**src/rtl/lsu.sv**
```systemverilog
// Load/store unit: one request at a time, IDLE->BUS->RESP; response 1 cycle after mem_ack (illegal: 1 cycle after accept).
// Backpressure: req_ready only in IDLE; mem_req held stable until mem_ack or TIMEOUT bus cycles elapse.
module lsu #(
    parameter int unsigned TIMEOUT = 255
) (
    input  logic        clk,
    input  logic        rst,
    input  logic        req_valid,
    output logic        req_ready,
    input  logic        rd_mem_en,
    input  logic        wr_mem_en,
    input  logic [7:0]  wr_rd_mem_len,
    input  logic [6:0]  rd_mem_op,
    input  logic [63:0] addr,
    input  logic [63:0] wdata,
    input  logic [4:0]  rd,
    output logic        resp_valid,
    output logic [63:0] rdata,
    output logic [4:0]  resp_rd,
    output logic [1:0]  resp_err,
    output logic        mem_req,
    output logic        mem_we,
    output logic [63:0] mem_addr,
    output logic [63:0] mem_wdata,
    output logic [7:0]  mem_wmask,
    input  logic        mem_ack,
    input  logic [63:0] mem_rdata
);

    localparam int CW = (TIMEOUT < 2) ? 1 : $clog2(TIMEOUT);
    localparam logic [CW-1:0] CNT_LAST = CW'(TIMEOUT - 1);

    typedef enum logic [1:0] {IDLE, BUS, RESP} state_t;

    state_t        state_q, state_d;
    logic [CW-1:0] cnt_q, cnt_d;
    logic [6:0]    op_q, op_d;
    logic [2:0]    off_q, off_d;
    logic          load_q, load_d;

    logic          resp_valid_d, mem_req_d, mem_we_d;
    logic [63:0]   rdata_d, mem_addr_d, mem_wdata_d;
    logic [4:0]    resp_rd_d;
    logic [1:0]    resp_err_d;
    logic [7:0]    mem_wmask_d;

    logic          accept, illegal, len_ok, aligned;
    logic [7:0]    op_len, wmask;
    logic [63:0]   shifted, ext;

    assign req_ready = (state_q == IDLE);
    assign accept    = req_ready & req_valid & (rd_mem_en | wr_mem_en);

    // Legality and store lane mask are decided from the live request in IDLE.
    always_comb begin
        len_ok  = 1'b1;
        aligned = 1'b0;
        wmask   = 8'h00;
        op_len  = 8'd0;
        case (wr_rd_mem_len)
            8'd1: begin aligned = 1'b1;               wmask = 8'h01 << addr[2:0]; end
            8'd2: begin aligned = (addr[0] == 1'b0);  wmask = 8'h03 << addr[2:0]; end
            8'd4: begin aligned = (addr[1:0] == 2'd0); wmask = 8'h0F << addr[2:0]; end
            8'd8: begin aligned = (addr[2:0] == 3'd0); wmask = 8'hFF; end
            default: len_ok = 1'b0;
        endcase
        case (rd_mem_op)
            7'b1000000, 7'b0001000: op_len = 8'd1;
            7'b0100000, 7'b0000100: op_len = 8'd2;
            7'b0010000, 7'b0000010: op_len = 8'd4;
            7'b0000001:             op_len = 8'd8;
            default:                op_len = 8'd0;
        endcase
        illegal = (rd_mem_en & wr_mem_en) | ~len_ok | ~aligned |
                  (rd_mem_en & (op_len != wr_rd_mem_len));
    end

    assign shifted = mem_rdata >> {off_q, 3'b000};

    always_comb begin
        case (op_q)
            7'b1000000: ext = {56'd0, shifted[7:0]};
            7'b0100000: ext = {48'd0, shifted[15:0]};
            7'b0010000: ext = {32'd0, shifted[31:0]};
            7'b0001000: ext = {{56{shifted[7]}}, shifted[7:0]};
            7'b0000100: ext = {{48{shifted[15]}}, shifted[15:0]};
            7'b0000010: ext = {{32{shifted[31]}}, shifted[31:0]};
            default:    ext = shifted;
        endcase
    end

    always_comb begin
        state_d      = state_q;
        cnt_d        = cnt_q;
        op_d         = op_q;
        off_d        = off_q;
        load_d       = load_q;
        resp_valid_d = 1'b0;
        rdata_d      = rdata;
        resp_rd_d    = resp_rd;
        resp_err_d   = resp_err;
        mem_req_d    = mem_req;
        mem_we_d     = mem_we;
        mem_addr_d   = mem_addr;
        mem_wdata_d  = mem_wdata;
        mem_wmask_d  = mem_wmask;
        case (state_q)
            IDLE: begin
                if (accept) begin
                    op_d      = rd_mem_op;
                    off_d     = addr[2:0];
                    load_d    = rd_mem_en;
                    resp_rd_d = rd;
                    rdata_d   = 64'd0;
                    cnt_d     = '0;
                    if (illegal) begin
                        resp_err_d   = 2'b01;
                        resp_valid_d = 1'b1;
                        state_d      = RESP;
                    end else begin
                        resp_err_d  = 2'b00;
                        mem_req_d   = 1'b1;
                        mem_we_d    = wr_mem_en;
                        mem_addr_d  = {addr[63:3], 3'b000};
                        mem_wdata_d = wdata << {addr[2:0], 3'b000};
                        mem_wmask_d = wr_mem_en ? wmask : 8'h00;
                        state_d     = BUS;
                    end
                end
            end
            BUS: begin
                if (mem_ack || cnt_q == CNT_LAST) begin
                    mem_req_d    = 1'b0;
                    mem_we_d     = 1'b0;
                    mem_wmask_d  = 8'h00;
                    resp_valid_d = 1'b1;
                    resp_err_d   = mem_ack ? 2'b00 : 2'b10;
                    rdata_d      = (mem_ack && load_q) ? ext : 64'd0;
                    state_d      = RESP;
                end else begin
                    cnt_d = cnt_q + 1'b1;
                end
            end
            RESP:    state_d = IDLE;
            default: state_d = IDLE;
        endcase
    end

    always_ff @(posedge clk or negedge rst) begin
        if (!rst) begin
            state_q    <= IDLE;
            cnt_q      <= '0;
            op_q       <= 7'd0;
            off_q      <= 3'd0;
            load_q     <= 1'b0;
            resp_valid <= 1'b0;
            rdata      <= 64'd0;
            resp_rd    <= 5'd0;
            resp_err   <= 2'b00;
            mem_req    <= 1'b0;
            mem_we     <= 1'b0;
            mem_addr   <= 64'd0;
            mem_wdata  <= 64'd0;
            mem_wmask  <= 8'h00;
        end else begin
            state_q    <= state_d;
            cnt_q      <= cnt_d;
            op_q       <= op_d;
            off_q      <= off_d;
            load_q     <= load_d;
            resp_valid <= resp_valid_d;
            rdata      <= rdata_d;
            resp_rd    <= resp_rd_d;
            resp_err   <= resp_err_d;
            mem_req    <= mem_req_d;
            mem_we     <= mem_we_d;
            mem_addr   <= mem_addr_d;
            mem_wdata  <= mem_wdata_d;
            mem_wmask  <= mem_wmask_d;
        end
    end

endmodule

```
**config.mk**
```make
export PLATFORM = sky130hd
export DESIGN_NAME = lsu
export DESIGN_NICKNAME = d
export VERILOG_FILES = /design/src/rtl/lsu.sv
export SDC_FILE = /design/constraint.sdc
export NUM_CORES = 1
export LEC_CHECK = 0
export CAP_MARGIN = 20
export CORE_MARGIN = 8
export CORE_UTILIZATION = 35
export CTS_CLUSTER_SIZE = 12
export DETAILED_ROUTE_END_ITERATION = 10
export PLACE_DENSITY = 0.61
export SLEW_MARGIN = 20
export SYNTH_ARGS = -nofsm -noshare
export SYNTH_HDL_FRONTEND = slang
export SYNTH_SLANG_ARGS = --single-unit
```
**constraint.sdc**
```tcl
create_clock -name clk -period 2.75 [get_ports clk]
set_input_delay 0.4125 -clock clk [delete_from_list [all_inputs] [get_ports clk]]
set_output_delay 0.4125 -clock clk [all_outputs]
set_load 0.05 [all_outputs]
```
======== Word-level counts from Yosys, hierarchy flattened ========
Index checks and enable logic that the tools add are counted.
storage, ports and cells
  flip-flop bits (word level) ............. 228
  bits of input ports ..................... 218
  word-level logic and storage cells ...... 109
operators by class
  add/sub/neg operators ................... 1
  equal/unequal tests ..................... 24
  shift operators ......................... 5
  multiplexer cells ....................... 37
  bitwise operators ....................... 12
  reductions and logical operators ........ 16
operator list
  cell                                                                    number
  64-bit one-hot mux with 6 select lines                                  1
  64-bit 2-to-1 mux                                                       3
  64-bit one-hot mux with 2 select lines                                  1
  64-bit by 6-bit left shift with 64-bit output                           1
  64-bit by 6-bit >> shifter with 64-bit output                           1
  8-bit 2-to-1 mux                                                        6
  8-bit one-hot mux with 2 select lines                                   2
  8-bit one-hot mux with 4 select lines                                   1
  4-bit one-hot mux with 4 select lines                                   1
  7-bit by 2-bit equality test with 1-bit output (second input constant)  2
  7-bit by 3-bit equality test with 1-bit output (second input constant)  2
  7-bit by 4-bit equality test with 1-bit output (second input constant)  2
  7-bit by 5-bit equality test with 1-bit output (second input constant)  2
  7-bit by 6-bit equality test with 1-bit output (second input constant)  2
  7-bit equality test (second input constant)                             2
  2-bit 2-to-1 mux                                                        6
  1-bit 2-to-1 mux                                                        10
  3-bit AND reduction                                                     3
  8-bit by 1-bit adder with 8-bit output (second input constant)          1
  8-bit by 1-bit equality test with 1-bit output (second input constant)  1
  8-bit by 2-bit equality test with 1-bit output (second input constant)  1
  8-bit by 3-bit equality test with 1-bit output (second input constant)  1
  8-bit by 4-bit equality test with 1-bit output (second input constant)  1
  8-bit equality test (second input constant)                             1
  other kinds (23)                                                        41

======== Depth between registers and ports, before layout ========
Gate-level depths: netlist of run 1.
  word-level depth ........................ 10
  mapped depth ............................ 10
  gate-level depth less buffers ........... 8

======== Least setup slack after synthesis of run 1 ========
OpenSTA, ideal clock, no wires.
  path type ............................... input -> register
  start ................................... input wr_rd_mem_len[5]
  end ..................................... register mem_wdata[10]
  data arrival time ....................... 2.557 ns
  required time ........................... 2.622 ns
  setup slack ............................. 0.065 ns
  stages .................................. 8
  path buffers ............................ 3
  cells stage by stage .................... or4_1 > clkbuf_1 > nor4_1 > a41oi_2 > nor3_4 > buf_6 > buf_4 > mux2_1
between the ends
  cells in the longest elaborated chain, start to end .. 9
  elaborated cells on any way between the ends .. 16
RTL lines
  item                                                                    RTL line  source
  start: declaration                                                      12        input logic [7:0] wr_rd_mem_len,
  8-bit by 4-bit equality test with 1-bit output (tied with other cells)  60        case (wr_rd_mem_len)
  4-bit OR reduction (no line)                                            n/a
  1-bit 2-to-1 mux                                                        60
  1-bit inverter                                                          74        illegal = (rd_mem_en & wr_mem_en) | ~len_ok | ~aligned |
  1-bit bitwise OR (2 in a row)                                           74
  1-bit bitwise OR *                                                      74
  1-bit inverter (no line) *                                              n/a
  3-bit AND reduction (no line) *                                         n/a
  end signal: assignment                                                  178       mem_wdata <= mem_wdata_d;
  end: declaration                                                        24        output logic [63:0] mem_wdata,
Every way passes the cells marked *; elsewhere a longest branch is shown, timed or not.
A chain may end at the register's enable or synchronous reset.

======== Worst setup path in the final report of run 1 ========
  start ................................... input wr_rd_mem_len[5]
  end ..................................... register mem_wdata[57]
Same word-level chain as after synthesis.

==> metrics, run 1 <==
drt total wl 48,140 µm; CTS Sinks 228; antenna violations before repair 4; Fin. Hold Viols 0; diodes inserted 0; register area 5708 µm²; Yosys top cell by area dfrtp_1; 1st-pass router iterations 7; CP max FO 11; complex-gate fraction of the synthesized area 14.24%; Mapped Cells 1,194; max-slew violation count 0; leakage power 8.354 nW; final instance area 18,710 µm²; Synth-to-Final Area Change 48.61%; Yosys top cell area share 45.33%; die height 205.6 µm; area share of and/or/nand/nor cells after synthesis 11.17%; Post-Synth Adder-Cell Area 0.1988%; Hold/Removal Path Class input pin to flop; sw frac 29.78%; P_sw 2.862 mW; Starting Density 35.47%; vias in the first global route 11,871; # DRC 0; I/O Buffers 425; CTS buffer count 27; YS warnings 0; WP data required 3160 ps; largest net degree at the start of global routing 74; commonest non-fill, non-tap cell in the layout clkdlybuf4s50_1; Synth area leaders dfrtp_1 (45%), mux2_2 (9.8%), mux4_2 (6.8%); Critical Path AT 3030 ps; Flop pwr share 37.1%; post-synthesis mux area share 23.79%; remaining global-route overflow 0; sequential area share after synthesis 45.33%; first-pass GRT wire length 72,370 µm; I/O pin total 429; clock power share 38.3%; # nets final 1,856; Setup-failing EPs final 0; Tot Pwr 9.610 mW; Final Util 52.72%; vias 11,207; root buf cell clkbuf_16; Pint 6.749 mW; library cells used by synthesis 59; die area 42,290 µm²; # H-tree levels 1; crit end category flop; VDD IR max 0.4151 mV; post-layout min period 2620 ps; outcome finished clean; Synth Flop Type dfrtp_1; Combinational Power Share 24.7%; Setup CP Type input pin to flop; Synth Area in XOR/XNOR 0.8350%; slew margin rel. 50.68%; Mean Syn Cell Area 10.54 µm²; ANT nets after route 0; Pwr Density 513.8 nW/µm²; CTS tree done; standard-cell rows 69; fmax 381.6 MHz; core area 35,480 µm²; Vias per Instance 5.296; largest family of logic cells by synthesized area multiplexers; multi-input combinational cell area 6359 µm²; CTS Buffer Depth 3; Post-CTS Setup Bufs 0; GRT Overall Usage 21.89%; commonest non-fill, non-tap cells in the layout clkdlybuf4s50_1 (421), dfrtp_1 (226), nand2_1 (136); Post-synth ARST share 100.0%; clk_skew 9.698 ps; GP Congestion 0.9100; Reg clk slew, reported paths 60 ps; worst skew pair latency 540 ps; final worst path period share 95.28%; drt initial violations 757; DP HPWL 37,080 µm; FF+latch count, synth 228; Worst-Margin Slew 738.2 ps; Die Width 205.6 µm; Avg WL per Cell 22.75 µm; Post-synth EDFFs 0; # fillers 3,120; synthesized area 12,590 µm²; Area after DPL 17,770 µm²; crit path launch type input pin; RSZ-0062 raised after global routing false; maxcap violations 0; share of cells above drive strength 1 17.64%
## cell families (layout without fill, tap and decap cells)
kind of cell	Yosys count	after routing
other	1	3
adder cells (fa/ha/maj)	2	2
buffers and inverters	131	590
XOR/XNOR	12	12
AND/OR/NAND/NOR	314	314
multiplexers	234	234
AO/OA/AOI/OAI	272	272
flip-flops	228	228
## final timing paths
kind / depth (start not counted) / to / start / slack [ps]
setup reg to reg: 7 / rdata[58] / off_q[1] / 250
hold / removal: 3 / resp_rd[3] / rd[3] / 410
min in group asynchronous: 2 / cnt_q[7] / rst / 450
max in group asynchronous: 3 / rdata[33] / rst / 1420
hold reg to reg: 2 / resp_rd[0] / resp_rd[0] / 470
setup / recovery: 10 / mem_wdata[57] / wr_rd_mem_len[5] / 130
## power by group through the flow
stage | combinational [mW] | clock [mW] | sequential, mW
after floorplan | 1.09 | 0 | 3.86
after detailed placement | 2.36 | 0 | 3.62
final | 2.37 | 3.68 | 3.56
after global placement | 2.35 | 0 | 3.62
after CTS | 2.38 | 3.77 | 3.56
after global routing | 2.56 | 3.90 | 3.58
## timing repair
action                                 in CTS  in global routing
endpoints found under the hold margin      59                  0
resized for setup                           0                  3
hold buffers                                1                  0
setup endpoints to repair                   0                123
## through the flow
stage	worst slack [ps]	setup TNS, ps	hold slack, ps	cells
finish	129.8	0	408.3	2116
global route	26.28	0	414.9	2116
CTS	64.04	0	385.4	2116
detailed placement	-457.3	-59980	407.2	2067
global placement	-442.0	-59210	407.6	2067
floorplan	65.26	0	116.9	1196
## sequential cells by signal (all words and copies together) (netlist names)
signal      flops
cnt_q           8
load_q          1
mem_addr       61
mem_req         1
mem_wdata      64
mem_we          1
mem_wmask       8
off_q           3
op_q            7
rdata          64
resp_err        2
resp_rd         5
resp_valid      1
state_q         2
## Yosys cell counts, types with 8 or more instances
cell / n
dfrtp_1: 228
buf_1: 13
mux4_2: 38
buf_2: 16
a211o_1: 16
a211oi_1: 8
nor2b_1: 21
a22o_1: 42
o21ai_0: 89
mux2i_1: 55
nand2b_1: 8
mux2_1: 31
a21oi_1: 55
xnor2_1: 8
o21a_1: 14
inv_1: 34
mux2_2: 110
nor2_1: 88
nand3_1: 19
o32ai_1: 9
clkbuf_1: 57
nand2_1: 136
## worst max-delay path, cell delays in order
cell	delay, ps
clkdlybuf4s50_1	410
or4_1	590
buf_4	170
a2111oi_1	270
buf_4	180
nor2_1	60
nor3_4	160
buf_12	190
buf_4	220
mux2_2	350
## layer usage
layer	GRT usage [%]	vias up	share of wire (%)
li1	-	5197	-
met1	27.20	5464	40
met2	36.62	466	48
met3	6.722	72	9.1
met4	5.489	8	2.2
met5	0	-	0.10
## cell type report
class / count / share of cell area, %
well taps: 461 / 3.084
clock inverters: 6 / 0.4482
flip-flops and latches: 228 / 30.52
repair buffers: 507 / 26.81
multi-input cells: 837 / 33.99
inverters: 35 / 0.7023
clock buffers: 42 / 4.448
Power figures use the tool's default switching activity.
==> run 2, diff against run 1 <==
GPL_TIMING_DRIVEN = 0   (was not set)
==> run 2 against run 1 <==
  * Worst setup slack lost 37 ps
  * Routed wire length up 9.6%
  * Critical path depth is 1 lower
  * First-iteration DRC count increased by 3.4%
  * Global-route usage grew 2.3 points
  * Total power down 0.30%
  * Maximum frequency decreased by 1.4%
  * Register-to-register slack got worse by 120 ps
  * Combinational power rose by 4%
  * Sequential power about the same
  * Sequential cell count did not move
  * Clock-buffer cell count is 5 lower
==> metrics, run 2 (synthesized netlist as in run 1, its figures left out) <==
# DRC 0 (unchanged); Fin. Hold Viols 0 (unchanged); outcome finished clean; Tot Pwr 9.582 mW (-0.30%); largest net degree at the start of global routing 72 (-2.7%); drt initial violations 783 (+3.4%); slew margin rel. 38.40% (-12 points); standard-cell rows 69 (unchanged); vias 11,531 (+2.9%); multi-input combinational cell area 6402 µm² (+0.69%); I/O pin total 429 (unchanged); CTS buffer count 27 (unchanged); GP Congestion 0.9900 (+8.8%); Combinational Power Share 25.8% (+1.1 points); die area 42,290 µm² (unchanged); worst skew pair latency 560 ps (+20 ps); Worst-Margin Slew 924.1 ps (+185.9 ps); sw frac 31.48% (+1.7 points); reg-to-reg endpoint rdata[54]; vias in the first global route 12,153 (+2.4%); VDD IR max 0.4660 mV (+12%); commonest non-fill, non-tap cell in the layout clkdlybuf4s50_1; crit end category flop; R2R setup slack 130 ps (-120 ps); final worst path period share 96.64% (+1.4 points); CP cell instances clkdlybuf4s50_1 > mux2i_1 > mux4_2 > or4_4 > o31ai_1 > o31a_1 > buf_12 > buf_2 > a22o_1; WP buf/inv 3 (-2); worst-case reg-to-reg path depth 9 (+2); # nets final 1,872 (+0.86%); Levels on crit path 9 (-1); antenna violations before repair 5 (+1); final instance area 18,550 µm² (-0.83%); crit path launch type input pin; Reg clk slew, reported paths 60 ps (about the same); 1st-pass router iterations 5 (-2); Largest regs mem_wdata x64, rdata x64, mem_addr x61; Starting Density 35.47% (unchanged); Area after DPL 17,480 µm² (-1.6%); WP data required 3250 ps (+90 ps); Flop pwr share 36.9% (-0.2 points); drt total wl 52,760 µm (+9.6%); share of cells above drive strength 1 15.56% (-2.1 points); clk_skew 27.94 ps (+18.24 ps); clock power share 37.3% (-1.0 points); leakage power 8.218 nW (-1.6%); Final TNS setup 0 ps (unchanged); delay of the slowest critical-path stage 680 ps (+90 ps); Avg WL per Cell 24.70 µm (+8.6%); I/O Buffers 422 (-0.71%); post-layout min period 2658 ps (+37.41 ps); Synth-to-Final Area Change 47.38%; CTS Buffer Depth 3 (unchanged); Pint 6.565 mW (-2.7%); Critical Path AT 3160 ps (+130 ps); Setup-failing EPs final 0 (unchanged); # fillers 3,229 (+3.5%); root buf cell clkbuf_16; CP top delay family buffers and inverters; Reg-to-Reg Start off_q[1]; slowest CP cell clkdlybuf4s50_1; CP max FO 10 (-1); final non-filler cell total 2,136 (+0.95%); end point of the critical path rdata[54]; Hold/Removal Path Class input pin to async pin; CTS Sinks 228 (unchanged); maxcap violations 0 (unchanged); GRT Overall Usage 24.17% (+2.3 points); fmax 376.3 MHz (-1.4%); register area 5705 µm² (about the same); ANT nets after route 0 (unchanged); Critical path origin mem_rdata[63]; core area 35,480 µm² (unchanged); Pwr Density 516.5 nW/µm² (+0.53%); RSZ-0062 raised after global routing false; cell count after placement 2,082 (+0.73%); Worst Hold Slack 331.2 ps (-77.10 ps); Setup CP Type input pin to flop; Die Width 205.6 µm (unchanged); max-slew violation count 0 (unchanged); CTS tree done; commonest non-fill, non-tap cells in the layout clkdlybuf4s50_1 (420), dfrtp_1 (228), nand2_1 (136); Vias per Instance 5.398 (+1.9%); DP HPWL 42,450 µm (+14%); first-pass GRT wire length 77,620 µm (+7.3%); remaining global-route overflow 0 (unchanged); die height 205.6 µm (unchanged); P_sw 3.016 mW (+5.4%); # H-tree levels 1 (unchanged)
[run 2: cell types whose count changed in the layout (fill, tap and decap cells not counted), sizes merged, moves of 2 or more]
cell      change
buf          -40
clkbuf       +50
clkinv        +2
clkinvlp      +3
diode         +4
[run 2: through the flow]
stage	util [%]	worst slack, ps
after global routing	52.28	10.48
after detailed placement	49.27	-1324
final	52.28	92.36
after CTS	52.11	14.07
after floorplan	-	65.26
after global placement	49.03	-8860
[run 2: worst min path at each step]
stage | endpoint | slack, ps | cells past startpoint
4_1_cts | rdata[36] | 310 | 2
3_3_place_gp | resp_rd[2] | 460 | 2
6_report | rdata[3] | 330 | 2
3_5_place_dp | rdata[2] | 310 | 1
5_1_grt | rdata[36] | 330 | 2
2_1_floorplan | cnt_q[0] | 120 | 0
[run 2: layer usage]
metal | up-vias | track usage, % | share of wire, %
met4 | 4 | 9.216 | 3.8
met2 | 533 | 39.56 | 47
met5 | - | 0 | 0.049
met1 | 5647 | 29.36 | 40
li1 | 5247 | - | -
met3 | 100 | 7.730 | 9.5
[run 2: repair_timing]
action / CTS / global route
hold endpoints to repair: 38 / 0
setup endpoints to repair: 194 / 115
pin swaps: 4 / 1
hold buffers: 1 / 0
gates resized for setup: 18 / 18
buffers inserted: 4 / 1
[run 2: power groups by stage]
stage | registers [mW] | clock network (mW) | logic [mW]
6_report | 3.53 | 3.58 | 2.47
5_1_grt | 3.55 | 3.82 | 2.63
4_1_cts | 3.53 | 3.68 | 2.45
3_5_place_dp | 3.59 | 0 | 2.43
3_3_place_gp | 3.59 | 0 | 2.41
2_1_floorplan | 3.86 | 0 | 1.09
[run 2: area by class of cell]
class                   count  share of cell area [%]
multi-input cells         837                   34.51
well taps                 461                   3.109
repair buffers            431                   23.65
inverters                  35                  0.7082
plain buffers              92                   2.394
diodes                      4                 0.05396
clock buffers              37                   4.222
clock inverters            11                  0.5936
flip-flops and latches    228                   30.76
